===== src/rtl/aes_pkg.sv =====
// aes_pkg: shared AES constants, block type, FSM state type and key-schedule helpers
package aes_pkg;
    localparam logic [3:0] AES_NR    = 4'd10;
    localparam logic [7:0] RCON_INIT = 8'h01;
    localparam logic [7:0] RCON_POLY = 8'h1b;
    typedef logic [127:0] block_t;
    typedef enum logic [1:0] {ST_IDLE, ST_EXPAND, ST_DONE} aes_state_e;
    function automatic logic [7:0] xtime(input logic [7:0] r);
        return {r[6:0], 1'b0} ^ (r[7] ? RCON_POLY : 8'h00);
    endfunction
    function automatic logic [31:0] rot_word(input logic [31:0] w);
        return {w[23:0], w[31:24]};
    endfunction
endpackage


===== src/rtl/aes_sbox.sv =====
// aes_sbox: combinational AES S-box (GF(2^8) inverse followed by the affine transform)
module aes_sbox
    import aes_pkg::*;
(
    input  logic [7:0] in_byte,
    output logic [7:0] out_byte
);
    function automatic logic [7:0] gf_mul(input logic [7:0] x, input logic [7:0] y);
        logic [7:0] p;
        logic [7:0] b;
        p = 8'h00;
        b = x;
        for (int k = 0; k < 8; k++) begin
            if (y[k]) p = p ^ b;
            b = xtime(b);
        end
        return p;
    endfunction
    // a^254 is the multiplicative inverse, and maps 0 to 0 as AES requires
    function automatic logic [7:0] gf_inv(input logic [7:0] a);
        logic [7:0] r;
        logic [7:0] s;
        r = 8'h01;
        s = a;
        for (int k = 0; k < 7; k++) begin
            s = gf_mul(s, s);
            r = gf_mul(r, s);
        end
        return r;
    endfunction
    logic [7:0] inv;
    always_comb begin
        inv      = gf_inv(in_byte);
        out_byte = inv ^ {inv[6:0], inv[7]} ^ {inv[5:0], inv[7:6]} ^
                   {inv[4:0], inv[7:5]} ^ {inv[3:0], inv[7:4]} ^ 8'h63;
    end
endmodule


===== src/rtl/aes_key_expand.sv =====
// aes_key_expand: AES-128 on-the-fly round-key generator; define AES_KEYEXP_STORE_EN to add an 11-entry key table with rd_idx/rd_key readout
module aes_key_expand
    import aes_pkg::*;
(
    input  logic         clk,
    input  logic         reset,
    input  logic         start,
    input  logic [127:0] key_in,
    input  logic         rk_ready,
    output logic         rk_valid,
    output logic [127:0] rk_data,
    output logic [3:0]   rk_idx,
    output logic         busy,
    output logic         done
`ifdef AES_KEYEXP_STORE_EN
    ,
    input  logic [3:0]   rd_idx,
    output logic [127:0] rd_key
`endif
);
    aes_state_e state_q, state_d;
    block_t     rk_data_q, rk_data_d, next_key;
    logic [3:0] rk_idx_q, rk_idx_d;
    logic [7:0] rcon_q, rcon_d;
    logic       rk_valid_q, rk_valid_d;
    logic       accept;
    logic [31:0] rot_w, sub_w, t;
    assign rot_w  = rot_word(rk_data_q[31:0]);
    assign accept = rk_valid_q & rk_ready;
    for (genvar i = 0; i < 4; i++) begin : g_sub
        aes_sbox u_sbox (.in_byte(rot_w[8*i +: 8]), .out_byte(sub_w[8*i +: 8]));
    end
    always_comb begin
        t                = sub_w ^ {rcon_q, 24'h0};
        next_key[127:96] = rk_data_q[127:96] ^ t;
        next_key[95:64]  = rk_data_q[95:64] ^ next_key[127:96];
        next_key[63:32]  = rk_data_q[63:32] ^ next_key[95:64];
        next_key[31:0]   = rk_data_q[31:0] ^ next_key[63:32];
    end
    always_comb begin
        state_d    = state_q;
        rk_data_d  = rk_data_q;
        rk_idx_d   = rk_idx_q;
        rcon_d     = rcon_q;
        rk_valid_d = rk_valid_q;
        case (state_q)
            ST_IDLE: if (start) begin
                state_d    = ST_EXPAND;
                rk_data_d  = key_in;
                rk_idx_d   = 4'd0;
                rcon_d     = RCON_INIT;
                rk_valid_d = 1'b1;
            end
            ST_EXPAND: if (accept) begin
                if (rk_idx_q == AES_NR) begin
                    rk_valid_d = 1'b0;
                    state_d    = ST_DONE;
                end else begin
                    rk_data_d = next_key;
                    rk_idx_d  = rk_idx_q + 4'd1;
                    rcon_d    = xtime(rcon_q);
                end
            end
            default: state_d = ST_IDLE;
        endcase
    end
    always_ff @(posedge clk) begin
        if (reset) begin
            state_q    <= ST_IDLE;
            rk_data_q  <= '0;
            rk_idx_q   <= 4'd0;
            rcon_q     <= RCON_INIT;
            rk_valid_q <= 1'b0;
        end else begin
            state_q    <= state_d;
            rk_data_q  <= rk_data_d;
            rk_idx_q   <= rk_idx_d;
            rcon_q     <= rcon_d;
            rk_valid_q <= rk_valid_d;
        end
    end
    assign rk_valid = rk_valid_q;
    assign rk_data  = rk_data_q;
    assign rk_idx   = rk_idx_q;
    assign busy     = state_q == ST_EXPAND;
    assign done     = state_q == ST_DONE;
`ifdef AES_KEYEXP_STORE_EN
    // table is deliberately not reset so keys survive for reverse-order readout
    block_t tbl_q [0:10];
    block_t rd_key_q, rd_key_d;
    always_comb rd_key_d = (rd_idx <= AES_NR) ? tbl_q[rd_idx] : '0;
    always_ff @(posedge clk) begin
        if (accept && !reset) tbl_q[rk_idx_q] <= rk_data_q;
        rd_key_q <= reset ? '0 : rd_key_d;
    end
    assign rd_key = rd_key_q;
`endif
endmodule


===== config.mk =====
export PLATFORM = sky130hd
export DESIGN_NAME = aes_key_expand
export DESIGN_NICKNAME = d
export VERILOG_FILES = /design/src/rtl/aes_pkg.sv /design/src/rtl/aes_sbox.sv /design/src/rtl/aes_key_expand.sv
export SDC_FILE = /design/constraint.sdc
export NUM_CORES = 2
export LEC_CHECK = 0
export CORE_UTILIZATION = 43
export CTS_BUF_LIST = sky130_fd_sc_hd__clkbuf_8
export CTS_CLUSTER_SIZE = 30
export DETAILED_ROUTE_END_ITERATION = 8
export HOLD_SLACK_MARGIN = 0.02
export PLACE_DENSITY = 0.61
export SLEW_MARGIN = 10
export SYNTH_ARGS = -nofsm -noshare
export SYNTH_HDL_FRONTEND = slang
export SYNTH_SLANG_ARGS = --single-unit

===== constraint.sdc =====
create_clock -name clk -period 28.1 [get_ports clk]
set_input_delay 4.215 -clock clk [delete_from_list [all_inputs] [get_ports clk]]
set_output_delay 4.215 -clock clk [all_outputs]
set_load 0.1 [all_outputs]

# Yosys cells after proc, flatten, opt, wreduce, memory -nomap -nowiden
# Index checks and enable logic that the tools add are counted.
[word_totals]
regBits = 143
word_cells = 1634
output_inout_bits = 135
inputBits = 132
[op_classes]
n_mux = 833
bitwise_logic = 783
reduce_logical = 5
eq_ne = 7
n_addsub = 1
[ops]
columns = ["operator", "n"]
rows = [
  ["$xor A8 B8 Y8", 744],
  ["$mux W8", 423],
  ["$mux W5", 369],
  ["$mux W128", 3],
  ["$pmux W128 S2", 1],
  ["$xor A32 B32 Y32", 5],
  ["$mux W4", 7],
  ["$mux W7", 4],
  ["$not A1 Y1 const A", 28],
  ["$mux W6", 4],
  ["$not A4 Y4", 4],
  ["$pmux W8 S2", 1],
  ["$mux W2", 7],
  ["$mux W3", 4],
  ["$pmux W4 S2", 1],
  ["$reduce_and A4 Y1", 2],
  ["$xor A8 B5 Y8", 1],
  ["$mux W1", 7],
  ["$add A4 B1 Y4 const B", 1],
  ["$eq A4 B4 Y1 const B", 1],
  ["$ne A2 B1 Y1 const B", 2],
  ["$ne A2 B2 Y1 const B", 2],
  ["$pmux W2 S2", 1],
  ["$reduce_and A3 Y1", 1],
  ["6 further kinds", 6],
]

# Logic depth before layout (Yosys ltp)
[depth]
word_depth = 140
ltp_mapped = 64
ltp_nobuf = 54

# By module
# A second synthesis with hierarchy kept.
[unflattened]
hier_cells = 8704
area_unflattened_um2 = 68963.6
[by_module_without_submodules]
columns = ["module", "instances", "area_per_inst_um2", "cells_each", "seq_area_each_um2"]
rows = [
  ["aes_sbox", 4, 15220.8, 1942, 0.0],
  ["aes_key_expand", 1, 8080.2, 936, 2862.7],
]

# Worst setup path before layout
# OpenSTA, ideal clock, no wires.
[synth_path]
kind = "reg-to-reg"
start = "register rk_data_q[23] (netlist: rk_data[23])"
end = "register rk_data_q[29] (netlist: rk_data[29])"
setup_time_ns = 0.095
arrival_time_ns = 16.841
period_less_slack_ns = 16.936
required_ns = 28.005
setup_slack_ns = 11.164
path_stages_with_launch = 60
path_buffers = 8
cell_sequence = "dfxtp_1 > buf_4 > buf_2 > nand2_1 > xnor2_1 > clkinv_1 > clkbuf_1 > buf_1 > ha_1 > clkbuf_1 > xnor3_1 > a211o_1 > a32oi_2 > xnor2_4 > xor2_2 > inv_2 > buf_2 > ha_1 > (+24 left out) > a211oi_1 > a2111oi_0 > mux2_2 > nor3_1 > nor2_1 > buf_2 > nor2_1 > xnor3_1 > xor2_1 > and3_1 > o31ai_1 > xor2_1 > xnor3_2 > xor2_4 > xnor3_1 > xnor2_2 > mux2i_1 > a221oi_1"
[synth_via]
elab_chain_len = 137
word_cells_on_any_way = 394
cone_classes = "mux: 202; bitwise: 192"
[synth_lines]
columns = ["item", "line_no", "text"]
rows = [
  ["start, declared", "aes_key_expand.sv:22", "block_t rk_data_q, rk_data_d, next_key;"],
  ["start signal, assigned", "aes_key_expand.sv:76", "rk_data_q <= rk_data_d;"],
  ["$mux W5 / $mux W8 (equally long branches)", "aes_pkg.sv:9, aes_sbox.sv:14", ""],
  ["$xor A8 B8 Y8, on equally long branches", "aes_pkg.sv:9, aes_sbox.sv:14", ""],
  ["$xor A8 B8 Y8 / $mux W8 (equally long branches)", "aes_sbox.sv:14", "if (y[k]) p = p ^ b;"],
  ["$mux W8 / $xor A8 B8 Y8 (equally long branches)", "aes_sbox.sv:14", ""],
  ["$xor A8 B8 Y8 / $mux W8 (equally long branches)", "aes_sbox.sv:14", ""],
  ["$mux W8 / $xor A8 B8 Y8 (equally long branches)", "aes_sbox.sv:14", ""],
  ["$xor A8 B8 Y8 / $mux W8 (equally long branches)", "aes_sbox.sv:14", ""],
  ["$mux W8 / $xor A8 B8 Y8 (equally long branches)", "aes_sbox.sv:14", ""],
  ["(+121 left out)", "-", ""],
  ["$xor A32 B32 Y32 *", "aes_key_expand.sv:34", "t = sub_w ^ {rcon_q, 24'h0};"],
  ["$xor A32 B32 Y32 *", "aes_key_expand.sv:35", "next_key[127:96] = rk_data_q[127:96] ^ t;"],
  ["$xor A32 B32 Y32 *", "aes_key_expand.sv:36", "next_key[95:64] = rk_data_q[95:64] ^ next_key[127:96];"],
  ["$xor A32 B32 Y32 *", "aes_key_expand.sv:37", "next_key[63:32] = rk_data_q[63:32] ^ next_key[95:64];"],
  ["$xor A32 B32 Y32 *", "aes_key_expand.sv:38", "next_key[31:0] = rk_data_q[31:0] ^ next_key[63:32];"],
  ["$mux W128 *", "aes_key_expand.sv:55", "if (rk_idx_q == AES_NR) begin"],
  ["$mux W128 *", "aes_key_expand.sv:54", "ST_EXPAND: if (accept) begin"],
  ["$pmux W128 S2 *", "aes_key_expand.sv:46", "case (state_q)"],
]
# Mark *: on every way between the ends. The rest lies on a longest branch, timed or not. The select of a mux whose other input is x is not followed.
# A chain may end at the register's enable or synchronous reset.

# Final worst setup path
[layout_path]
start = "register rk_data_q[23] (netlist: rk_data[23])"
end = "register rk_data_q[60] (netlist: rk_data[60])"
[layout_via]
elab_chain_len = 135
word_cells_on_any_way = 392
cone_classes = "mux: 202; bitwise: 190"
[layout_lines]
columns = ["item", "line_no", "text"]
rows = [
  ["$mux W5 / $mux W8 (equally long branches)", "aes_pkg.sv:9, aes_sbox.sv:14", ""],
  ["$xor A8 B8 Y8, on equally long branches", "aes_pkg.sv:9, aes_sbox.sv:14", ""],
  ["$xor A8 B8 Y8 / $mux W8 (equally long branches)", "aes_sbox.sv:14", ""],
  ["$mux W8 / $xor A8 B8 Y8 (equally long branches)", "aes_sbox.sv:14", ""],
  ["$xor A8 B8 Y8 / $mux W8 (equally long branches)", "aes_sbox.sv:14", ""],
  ["$mux W8 / $xor A8 B8 Y8 (equally long branches)", "aes_sbox.sv:14", ""],
  ["$xor A8 B8 Y8 / $mux W8 (equally long branches)", "aes_sbox.sv:14", ""],
  ["$mux W8 / $xor A8 B8 Y8 (equally long branches)", "aes_sbox.sv:14", ""],
  ["(+119 left out)", "-", ""],
  ["$xor A8 B8 Y8 *", "aes_sbox.sv:35", "{inv[4:0], inv[7:5]} ^ {inv[3:0], inv[7:4]} ^ 8'h63;"],
  ["$xor A32 B32 Y32 *", "aes_key_expand.sv:34", ""],
  ["$xor A32 B32 Y32 *", "aes_key_expand.sv:35", ""],
  ["$xor A32 B32 Y32 *", "aes_key_expand.sv:36", ""],
  ["$xor A32 B32 Y32 *", "aes_key_expand.sv:37", ""],
  ["$mux W128 *", "aes_key_expand.sv:55", ""],
  ["$mux W128 *", "aes_key_expand.sv:54", ""],
  ["$pmux W128 S2 *", "aes_key_expand.sv:46", ""],
]
# Marked as above.

==> results.py <==
metrics = {
    "status": {
        "status": "complete, no violations",
    },
    "logic_synthesis": {
        "synth-edff-count": 0,
        "synthArstFlopShare_pct": 0,
        "synthesis.area_um2": 64300,
        "synth_cell_types": 132,
        "yosysMostFrequentCell": "xnor2_1",
        "yosys_warnings": 0,
        "ys.flop_type": "dfxtp_1",
        "synth-seq-area-share_pct": 4.45,
        "yosys-top-cells-count": "xnor2_1, nor2_1, nand2_1, a21oi_1, xnor3_1",
        "synth_top_area_share_pct": 20.4,
        "ys_ff_latch": 143,
        "synth_nets": 8425,
        "synth_top_cells_by_area": "xnor2_1, xnor3_1, nor2_1",
        "avgSynthCellArea_um2": 7.77,
        "postSynthCellCount": 8272,
        "synth_area_leader_cell": "xnor2_1",
    },
    "worst_setup_path": {
        "worstPathRequired_ps": 28600,
        "cp.arrival_ps": 20370,
        "cpMostUsedCell": "xnor2_1",
        "critPathLaunch": "rk_data[23]",
        "worst_r2r_path_depth": 56,
        "slowest_delay_ps": 940,
        "path_class": "reg -> reg",
        "reg2reg_from": "rk_data[23]",
        "end_kind": "flip-flop",
        "critical_path.startpoint_type": "flip-flop",
        "crit_slowest_cell": "xor2_1",
        "critPathMaxFanout": 27,
    },
    "timing": {
        "fin_tns_setup_ps": 0,
        "setup_viol": 0,
        "rsz0062_at_grt": "false",
        "fmax_mhz": 50.3,
        "drv_slew": 0,
        "relSlewSlack_pct": 18.1,
        "worst_pin_slew_ps": 1220,
        "fin_crit_ps": 19880,
        "skew_ps": 39.5,
        "hold_viol_final": 0,
        "whs_ps": 475,
        "period_share_pct": 70.7,
    },
    "floorplan": {
        "die-area_um2": 151000,
        "io-pin-count": 267,
        "fp.coreArea_um2": 148000,
        "initial_core_util_pct": 43.4,
        "die_x_um": 389,
        "rows": 141,
        "dieHeight_um": 389,
    },
    "placed_design": {
        "gp_congestion": 0.936,
        "dp_hpwl_um": 160000,
        "io_buffer_count": 266,
    },
    "min_path": {
        "holdCritStartpoint": "rk_data[108]",
        "min_path_cells": 2,
        "hp-class": "reg -> reg",
    },
    "grt": {
        "grt_usage_pct": 27.6,
        "grt_pass1_vias": 55400,
        "grt_pass1_wl_um": 335000,
        "globalRouteOverflowTotal": 0,
        "antenna_found_initial": 11,
        "grt_max_degree": 74,
    },
    "flow_run": {
        "cap_violations": 0,
    },
    "drt": {
        "drt_iter0_markers": 6088,
        "postRouteAntennaNets": 0,
        "first_pass_iters": 6,
        "avgViaCountPerCell": 5.90,
        "wl_per_cell_um": 21.3,
        "drcViolationCount": 0,
        "vias": 60000,
        "finalWirelength_um": 217000,
    },
    "clock_tree": {
        "cts_buffers": 17,
        "cts.sink_count": 143,
        "cts_resized": 0,
        "htreeDepth": 4,
        "cts-root-buf": "clkbuf_8",
        "postCtsSetupRepairBufs": 0,
        "clk_latency_ps": 630,
        "cts.clk_slew.worst_paths_ps": 120,
        "cts_tree": "done",
        "clock_path_buffers": 2,
        "ctsHoldBuffers": 0,
    },
    "final_layout": {
        "area_growth_pct": 8.03,
        "nNetsFinal": 8380,
        "layout-drive-gt1-share_pct": 8.64,
        "fillers": 14500,
    },
}
[cells by family after synthesis]
family / synth area share [%]
flip-flops: 4.45
AND/OR/NAND/NOR: 18.9
AO/OA/AOI/OAI: 17.6
multiplexers: 4.26
adder cells (fa/ha/maj): 0.424
XOR/XNOR: 49.8
buffers and inverters: 4.58
[final timing paths]
| kind | slack, ps | end |
|---|---|---|
| min | 480 | rk_data[108] |
| max reg2reg | 8220 | rk_data[60] |
| min reg2reg | 480 | rk_data[108] |
| max | 8220 | rk_data[60] |
[layout make-up]
class	instances	area, um2	area share (%)
Clock inverter	15	185	0.267
Tap cell	1930	2410	3.48
Clock buffer	17	234	0.337
Inverter	107	405	0.584
Timing Repair Buffer	509	4460	6.43
Sequential cell	143	2870	4.13
Antenna cell	4	10.0	0.0144
Multi-Input combinational cell	7449	58900	84.8
[state kept, by name, indices dropped and copies added, names as in the netlist]
signal	cells
rk_data	128
rcon_q	8
rk_idx	4
state_q	2
rk_valid	1
[worst max-delay path: cells and delay by family (launching register included)]
kind	cells	cell delay (ps)
XOR/XNOR	19	6970
AO/OA/AOI/OAI	11	3840
buffers and inverters	7	2520
adder cells (fa/ha/maj)	5	2510
AND/OR/NAND/NOR	12	2220
flip-flops	1	920
multiplexers	2	730
[stage by stage]
step,cells,area (um2),worst slack (ps),utilization (%)
floorplan,8272,64300,11160,-
global placement,10100,69000,8820,46.6
detailed placement,10100,69000,8440,46.6
CTS,10200,69400,8380,46.9
global route,10200,69400,6410,46.9
finish,10200,69500,8220,46.9
[routing by layer]
metal / up-vias / GRT usage (%) / wire (um)
li1: 28500 / - / -
met1: 28900 / 39.9 / 97700
met2: 2416 / 43.1 / 96900
met3: 240 / 3.94 / 17700
met4: 6 / 6.37 / 4500
met5: - / 0 / 38
[cells in the final DEF (no fill, tap or decap), drive strengths merged, types with 23 or more instances in the layout]
cell type         n
o21ai           388
nand3           175
xor2            472
a31oi            77
a211oi           86
nor2b            54
xor3             51
mux2i           215
mux2             47
clkdlybuf4s50   256
a21o             26
xnor3           487
o31ai            26
and3             39
inv             107
nand2b           69
a221oi           74
a22oi            54
nor3            190
nor2           1185
o211ai           81
o221ai           35
nand2           890
or2              40
xnor2          1609
a2111oi          24
a211o            23
buf             253
o22ai           108
or3              34
a21oi           489
dfxtp           143
and2             54
o32ai            32
a32oi            28
Power is not shown: default switching activity piles up to over one toggle a cycle in this logic, so the estimate is an artifact.
